File: config.mk
export PLATFORM = sky130hd
export DESIGN_NAME = btn_int_conditioner
export DESIGN_NICKNAME = d
export VERILOG_FILES = /design/src/rtl/btn_int_conditioner.sv
export SDC_FILE = /design/constraint.sdc
export NUM_CORES = 1
export LEC_CHECK = 0
export CORE_AREA = 2 2 58 60
export CTS_BUF_LIST = sky130_fd_sc_hd__clkbuf_16
export DETAILED_ROUTE_END_ITERATION = 7
export DIE_AREA = 0 0 60 62
export PLACE_DENSITY = 0.72
export SYNTH_ARGS = -nofsm -noshare
export SYNTH_HDL_FRONTEND = slang
export SYNTH_SLANG_ARGS = --single-unit
File: constraint.sdc
create_clock -name CLK -period 1.74 [get_ports CLK]
set_input_delay 0.348 -clock CLK [delete_from_list [all_inputs] [get_ports CLK]]
set_output_delay 0.348 -clock CLK [all_outputs]
set_load 0.01 [all_outputs]
File: src/rtl/btn_int_conditioner.sv
// Interrupt push-button conditioner: 2-flop synchronizer, press/release debounce, fixed-width pulse.
// Define PRESS_COUNTER_EN to build the 8-bit accepted-press counter; otherwise PRESS_COUNT is tied to zero.
module btn_int_conditioner #(
    parameter int DEBOUNCE_CYCLES = 500000,
    parameter int PULSE_CYCLES    = 2
) (
    input  logic       CLK,
    input  logic       RST_N,
    input  logic       BTN_IN,
    output logic       INT_OUT,
    output logic       BTN_LEVEL,
    output logic [2:0] STATE_DBG,
    output logic [7:0] PRESS_COUNT
);

    // The counter is shared by debounce and pulse timing, so it must hold the larger of the two.
    localparam int CNT_MAX = (PULSE_CYCLES > DEBOUNCE_CYCLES) ? PULSE_CYCLES : DEBOUNCE_CYCLES;
    localparam int CNT_W   = $clog2(CNT_MAX + 1);

    localparam logic [CNT_W-1:0] DEB_LAST = CNT_W'(DEBOUNCE_CYCLES - 1);
    localparam logic [CNT_W-1:0] PUL_LAST = CNT_W'(PULSE_CYCLES - 1);
    localparam logic [CNT_W-1:0] CNT_ONE  = CNT_W'(1);

    typedef enum logic [2:0] {
        IDLE    = 3'd0,
        WAIT_HI = 3'd1,
        PULSE   = 3'd2,
        HELD    = 3'd3,
        WAIT_LO = 3'd4
    } state_t;

    logic             sync_p0;
    logic             sync_p1;
    logic             s;
    state_t           state;
    state_t           state_nxt;
    logic [CNT_W-1:0] cnt;
    logic [CNT_W-1:0] cnt_nxt;

    // Synchronizer stage: BTN_IN is asynchronous to CLK.
    always_ff @(posedge CLK or negedge RST_N) begin
        if (!RST_N) begin
            sync_p0 <= 1'b0;
            sync_p1 <= 1'b0;
        end else begin
            sync_p0 <= BTN_IN;
            sync_p1 <= sync_p0;
        end
    end

    assign s = sync_p1;

    // FSM stage: state and shared debounce/pulse counter.
    always_ff @(posedge CLK or negedge RST_N) begin
        if (!RST_N) begin
            state <= IDLE;
            cnt   <= '0;
        end else begin
            state <= state_nxt;
            cnt   <= cnt_nxt;
        end
    end

    always_comb begin
        state_nxt = IDLE;
        cnt_nxt   = '0;
        case (state)
            IDLE: begin
                if (s) begin
                    state_nxt = WAIT_HI;
                    cnt_nxt   = CNT_ONE;
                end
            end
            WAIT_HI: begin
                if (!s) begin
                    state_nxt = IDLE;
                end else if (cnt == DEB_LAST) begin
                    state_nxt = PULSE;
                end else begin
                    state_nxt = WAIT_HI;
                    cnt_nxt   = cnt + CNT_ONE;
                end
            end
            PULSE: begin
                // The button is ignored here so a short press still yields a full-width pulse.
                if (cnt == PUL_LAST) begin
                    state_nxt = HELD;
                end else begin
                    state_nxt = PULSE;
                    cnt_nxt   = cnt + CNT_ONE;
                end
            end
            HELD: begin
                if (!s) begin
                    state_nxt = WAIT_LO;
                    cnt_nxt   = CNT_ONE;
                end else begin
                    state_nxt = HELD;
                end
            end
            WAIT_LO: begin
                if (s) begin
                    state_nxt = HELD;
                end else if (cnt == DEB_LAST) begin
                    state_nxt = IDLE;
                end else begin
                    state_nxt = WAIT_LO;
                    cnt_nxt   = cnt + CNT_ONE;
                end
            end
            default: begin
                state_nxt = IDLE;
            end
        endcase
    end

    // Output stage: decoded from next-state so the outputs line up with the state register.
    always_ff @(posedge CLK or negedge RST_N) begin
        if (!RST_N) begin
            INT_OUT   <= 1'b0;
            BTN_LEVEL <= 1'b0;
        end else begin
            INT_OUT   <= (state_nxt == PULSE);
            BTN_LEVEL <= (state_nxt == PULSE) || (state_nxt == HELD) || (state_nxt == WAIT_LO);
        end
    end

    assign STATE_DBG = state;

`ifdef PRESS_COUNTER_EN
    logic       pulse_entry;
    logic [7:0] press_cnt;

    assign pulse_entry = (state_nxt == PULSE) && (state != PULSE);

    always_ff @(posedge CLK or negedge RST_N) begin
        if (!RST_N) begin
            press_cnt <= 8'h00;
        end else if (pulse_entry) begin
            press_cnt <= press_cnt + 8'd1;
        end
    end

    assign PRESS_COUNT = press_cnt;
`else
    assign PRESS_COUNT = 8'h00;
`endif

endmodule

==> results of run 1 <==
## sequential cells by signal, indices dropped and copies added (netlist names)
| name | cells |
|---|---|
| INT_OUT | 1 |
| STATE_DBG | 3 |
| cnt | 19 |
| s | 1 |
| BTN_LEVEL | 1 |
| sync_p0 | 1 |
## kinds of logic after synthesis
logic type / Yosys count
other cells: 1
compound gates: 39
buf+inv: 21
fa+ha+maj: 2
flops: 26
xor+xnor: 12
simple gates: 51
## critical path, delay by kind of cell, from the launching register on
family	cells	cell delay (ns)
AND/OR/NAND/NOR	3	1.13
AO/OA/AOI/OAI	1	0.15
flip-flops	1	0.42
## where the power goes
part           internal (mW)  switching (mW)  leakage, nW
Sequential             0.613         0.00531        0.352
Clock                  0.305           0.202       0.0370
Combinational         0.0538          0.0687        0.427
## path summary, 6_finish.rpt
check | start | end | slack [ns]
min in group asynchronous | RST_N | sync_p0 | 0.46
setup / recovery | cnt[10] | cnt[17] | -0.03
hold reg to reg | sync_p0 | s | 0.36
max in group asynchronous | RST_N | cnt[3] | 1.01
hold / removal | sync_p0 | s | 0.36
setup reg to reg | cnt[10] | cnt[17] | -0.03
## layout make-up
class | count | share of cell area, %
flip-flops and latches | 26 | 33.5
multi-input cells | 112 | 42.4
well taps | 46 | 2.96
repair buffers | 39 | 16.7
clock buffers | 3 | 3.86
inverters | 3 | 0.578
## cell usage in the layout, fill, tap and decap left out, types with 4 or more instances in the layout
cell / count
a21oi_1: 14
a22oi_1: 5
buf_4: 28
buf_6: 4
clkdlybuf4s50_1: 7
conb_1: 8
dfrtp_1: 25
nand2_1: 10
nand3_1: 4
nor2_1: 4
xnor2_1: 5
xor2_1: 7
## metal layers
layer	vias up	routed length (um)	global-route usage, %
met5	-	0	0
met4	0	40	7.62
met3	5	80	2.48
met2	27	1950	38.7
met1	631	1530	26.1
li1	605	-	-
## stage by stage
step                total power [mW]  instances  hold WS (ns)  utilization [%]  TNS [ns]
global placement               0.731        221         0.337             55.2    -0.272
floorplan                      0.694        159        0.0524                -    -0.940
CTS                             1.27        230         0.360             60.1    -0.476
detailed placement             0.735        221         0.346             55.2     -1.09
global route                    1.30        229         0.378             61.2     -1.48
finish                          1.25        229         0.357             61.2   -0.0559
## what timing repair did
item / CTS / global route
endpoints found under the setup margin: 23 / 25
pin swaps: 4 / 7
gates resized for setup: 6 / 18
cloned: 1 / 1
buffers inserted: 5 / 0
==> flow_summary_export.csv, run 1 <==
group,metric,value,unit
routing,drt-pass1-iter-count,4,
placed_design,port_buffers,7,
cts,cts_htree_levels,1,
routing,drt_wl_total,3610,um
cts,cts_buffers,3,
cts,insertion_delay,0.26,ns
placed_design,dpl-instance-area,1760,um2
synthesis,synth_area_leaders,"dfrtp_1 44%, a21oi_1 5.5%, xor2_1 4.2%",
synthesis,synth_flop_cell,"dfrtp_1",
global_routing,grt_pass1_wl,5750,um
synthesis,synth.mux.area_fraction,0,%
synthesis,synth_edf_count,0,
synthesis,synth_compound_area_share,18.2,%
worst_setup_path,end_kind,"flop",
synthesis,ys_top_cells_by_count,"26 x dfrtp_1, 16 x a21oi_1, 11 x nand2_1, 8 x buf_4",
worst_setup_path,critPathMaxStageDelay,0.50,ns
timing,hold_viol_final,0,
flow_run,drv_cap,0,
synthesis,synth-xor-area-share,7.16,%
synthesis,synth_top_cell_by_area,"dfrtp_1",
floorplan,io_pins,16,
layout,multi_input_area,826,um2
power_and_ir_drop,p_per_area,641,nW/um2
global_routing,grt_pass1_vias,1238,
synthesis,synth.distinct_cells,38,
routing,drc,0,
status,status,"finished with violations",
cts,cts-root-buf,"clkbuf_16",
worst_setup_path,ff2ff_path_depth,4,
floorplan,fp.dieW,60,um
power_and_ir_drop,p_leak,0.816,nW
synthesis,synth_top_area_share,44.3,%
synthesis,synth_top_family_by_area,"simple AND/OR/NAND/NOR gates",
worst_hold_path,hold_path_depth,0,
timing,post-route-min-period,1.77,ns
synthesis,yosysWarningCount,0,
cts,path_clk_slew,0.06,ns
placed_design,dp_slack,-0.105,ns
timing,slew_violations,0,
synthesis,synth-simple-area-share,20.6,%
synthesis,synthAdderAreaFrac,1.71,%
cts,clockBufferDepth,2,
cts,cts_tree,"built",
worst_hold_path,hold_path_class,"reg -> reg",
worst_setup_path,cp-start-kind,"flop",
synthesis,synthArstFlopShare,100,%
worst_setup_path,path_cells,"and3_4 -> or4b_4 -> or4_1 -> a22oi_1",
worst_setup_path,cp.arrival,1.95,ns
routing,vias,1268,
synthesis,synth-seq-cells,26,
timing,setup_ws,-0.0313,ns
layout,register_area,652,um2
global_routing,track_usage,21.3,%
layout,nets,190,
floorplan,core_region_area,3180,um2
power_and_ir_drop,peakVddDrop,473,uV
worst_setup_path,crit_slowest_cell,"or4b_4",
routing,via_per_inst,5.54,
synthesis,yosysSeqAreaShare,44.3,%
layout,stdcell_area,1950,um2
layout,syn2layout_area_growth,32.7,%
placed_design,place_congestion,0.894,
cts,cts.sinks,26,
synthesis,syn_avg_cell_area,9.66,um2
global_routing,grt_start_max_net_pins,27,
routing,drt-initial-drc-count,60,
worst_setup_path,criticalPathCategory,"reg -> reg",
routing,ant_nets,0,
routing,avgRoutedWirePerCell,15.7,um
global_routing,grt_overflow,0,
floorplan,dieArea,3720,um2
timing,fin_skew,0.00244,ns
floorplan,rows,21,
timing,period_share,102,%
floorplan,initial_core_util,46.2,%
layout,fill_cells,274,
cts,cts_hold_repair.buffers,0,
synthesis,synth_cells,152,
status,failed_checks,"negative setup slack",
synthesis,yosysMostFrequentCell,"dfrtp_1",
layout,final_layout_size_suffix_gt1_share,31.1,%
global_routing,grt_antenna_before_repair,0,
layout,diodes,0,
synthesis,netlist_area,1470,um2
timing,max_freq,565,MHz
placed_design,dp_hpwl,2320,um
worst_setup_path,cp_data_required_time,1.92,ns
worst_setup_path,path_max_fanout,7,
floorplan,die_height,62,um
timing,setup_violations,3,
timing,rsz0062_at_grt,"true",
Note: power is estimated with default switching activity, not from simulation.
==> run 2: changes to the inputs <==
--- a/config.mk
+++ b/config.mk
@@ -5,11 +5,14 @@
 export SDC_FILE = /design/constraint.sdc
 export NUM_CORES = 1
 export LEC_CHECK = 0
-export CORE_AREA = 2 2 58 60
+export ABC_CLOCK_PERIOD_IN_PS = 1740
+export CELL_PAD_IN_SITES_DETAIL_PLACEMENT = 2
+export CELL_PAD_IN_SITES_GLOBAL_PLACEMENT = 2
+export CORE_AREA = 2 2 72 74
 export CTS_BUF_LIST = sky130_fd_sc_hd__clkbuf_16
 export DETAILED_ROUTE_END_ITERATION = 7
-export DIE_AREA = 0 0 60 62
-export PLACE_DENSITY = 0.72
+export DIE_AREA = 0 0 74 76
+export PLACE_DENSITY_LB_ADDON = 0.1
 export SYNTH_ARGS = -nofsm -noshare
 export SYNTH_HDL_FRONTEND = slang
 export SYNTH_SLANG_ARGS = --single-unit
==> flow_summary_export.csv, run 2 (synthesized netlist as in run 1, its figures left out) <==
group,metric,value,unit
worst_setup_path,crit_slowest_cell,"dfrtp_1",
power_and_ir_drop,swShare,23.2,%
power_and_ir_drop,p_per_area,578,nW/um2
timing,fin_tns_setup,-0.460,ns
global_routing,grt_start_max_net_pins,18,
timing,slew_violations,0,
cts,cts_tree,"built",
layout,nets,203,
cts,cts-root-buf,"clkbuf_16",
cts,cts.sinks,26,
worst_setup_path,crit_family,"simple AND/OR/NAND/NOR gates",
worst_setup_path,path_max_fanout,3,
layout,syn2layout_area_growth,49.9,%
status,failed_checks,"negative setup slack",
worst_setup_path,path_cells,"buf_6 -> nor4_4 -> nand4b_1 -> buf_4 -> o31a_1 -> o211ai_1",
power_and_ir_drop,finalPower,1.27,mW
timing,setup_violations,14,
layout,finalNonFillerCells,267,
power_and_ir_drop,p_sw,0.295,mW
layout,largest_register_ffs,19,
global_routing,grt_antenna_before_repair,0,
placed_design,place_inst,250,
global_routing,grt_pass1_wl,7570,um
placed_design,place_congestion,0.798,
floorplan,initial_core_util,29.9,%
routing,drt-initial-drc-count,45,
layout,final_common_cell,"buf_4",
layout,final_cell_mix,"38 x buf_4, 23 x dfrtp_1, 15 x a21oi_1",
worst_setup_path,ff2ff_path_depth,6,
floorplan,fp.dieW,74,um
cts,cts_htree_levels,1,
layout,final_layout_size_suffix_gt1_share,42.6,%
worst_hold_path,hold_path_depth,0,
floorplan,core_region_area,4910,um2
floorplan,rows,26,
power_and_ir_drop,peakVddDrop,296,uV
routing,avgRoutedWirePerCell,18.7,um
timing,max_freq,550,MHz
cts,path_clk_slew,0.07,ns
placed_design,dp_hpwl,3370,um
cts,insertion_delay,0.26,ns
power_and_ir_drop,p_leak,0.927,nW
timing,hold_viol_final,0,
worst_setup_path,cp.buffers_inverters,2,
power_and_ir_drop,power_frac_seq,48.7,%
timing,period_share,105,%
layout,diodes,0,
worst_setup_path,cp_data_required_time,1.91,ns
global_routing,track_usage,17.3,%
global_routing,grt_pass1_vias,1458,
worst_setup_path,cp-start-kind,"flop",
routing,drc,0,
cts,cts_hold_repair.buffers,0,
worst_setup_path,cp.arrival,1.99,ns
routing,ant_nets,0,
routing,vias,1334,
power_and_ir_drop,internal_power,0.977,mW
floorplan,die_height,76,um
routing,drt_wl_total,5000,um
layout,fill_cells,514,
status,status,"finished with violations",
timing,rsz0062_at_grt,"true",
worst_setup_path,end_kind,"flop",
flow_run,drv_cap,0,
worst_setup_path,criticalPathCategory,"reg -> reg",
placed_design,port_buffers,7,
global_routing,grt_overflow,0,
floorplan,io_pins,16,
timing,post-route-min-period,1.82,ns
routing,drt-pass1-iter-count,4,
power_and_ir_drop,combPwrFrac,10.4,%
layout,regMostFlops,"cnt",
power_and_ir_drop,pwr-share-clk,41.0,%
timing,setup_ws,-0.0788,ns
worst_hold_path,hold_path_class,"reg -> reg",
cts,cts_buffers,3,
placed_design,dp_slack,-0.210,ns
worst_setup_path,critical_path_depth,6,
cts,clockBufferDepth,2,
timing,fin_skew,0.00365,ns
routing,via_per_inst,5.00,
worst_setup_path,critPathMaxStageDelay,0.43,ns
floorplan,dieArea,5620,um2
[run 2: changes by cell type in the layout (fill, tap and decap cells not counted), moves of 2 or more]
| cell | change |
|---|---|
| dfrtp_2 | +2 |
| buf_6 | +2 |
| or4_1 | -2 |
| a22oi_1 | -3 |
| dfrtp_1 | -2 |
| nand3_1 | -2 |
| a21oi_2 | -2 |
| or4_4 | +2 |
| a22oi_2 | +3 |
| nor4_4 | +2 |
| buf_4 | +10 |
[run 2: metal layers]
metal	up-vias	wire length, um	track usage (%)
met5	-	0	0
met4	0	18	3.27
met3	2	67	1.98
met2	11	2780	30.3
met1	685	2130	22.7
li1	636	-	-
[run 2: path summary, 6_finish.rpt]
check / from / to / slack (ns)
setup / recovery: cnt[4] / STATE_DBG[0] / -0.08
hold / removal: sync_p0 / s / 0.36
setup reg to reg: cnt[4] / STATE_DBG[0] / -0.08
hold reg to reg: sync_p0 / s / 0.36
max in group asynchronous: RST_N / cnt[3] / 1.07
min in group asynchronous: RST_N / s / 0.41
[run 2: cell type report]
class	instances	area [um2]	area share, %
multi-input cells	112	922	41.9
flip-flops and latches	26	654	29.7
repair buffers	52	445	20.3
well taps	70	87.6	3.98
clock buffers	3	75.1	3.41
inverters	3	11.3	0.512
clock inverters	1	3.75	0.171
[run 2: repair_timing]
action                                  in CTS  in global routing
pin swaps                                    6                 10
endpoints found under the setup margin      25                 25
resized for setup                           19                 29
setup buffers                                3                  9
gates cloned                                 0                  1
[run 2: per-stage QoR]
stage | area, um2 | util, % | hold WS [ns]
finish | 2200 | 44.8 | 0.360
global route | 2200 | 44.8 | 0.381
CTS | 1990 | 40.5 | 0.369
detailed placement | 1820 | 37.1 | 0.354
global placement | 1820 | 37.1 | 0.334
floorplan | 1530 | - | 0.0524
[run 2: power by group through the flow]
stage,logic [mW],clock network [mW],registers [mW]
2_1_floorplan,0.0621,0,0.632
3_3_place_gp,0.110,0,0.629
3_5_place_dp,0.115,0,0.631
4_1_cts,0.118,0.539,0.619
5_1_grt,0.144,0.574,0.620
6_report,0.132,0.521,0.619
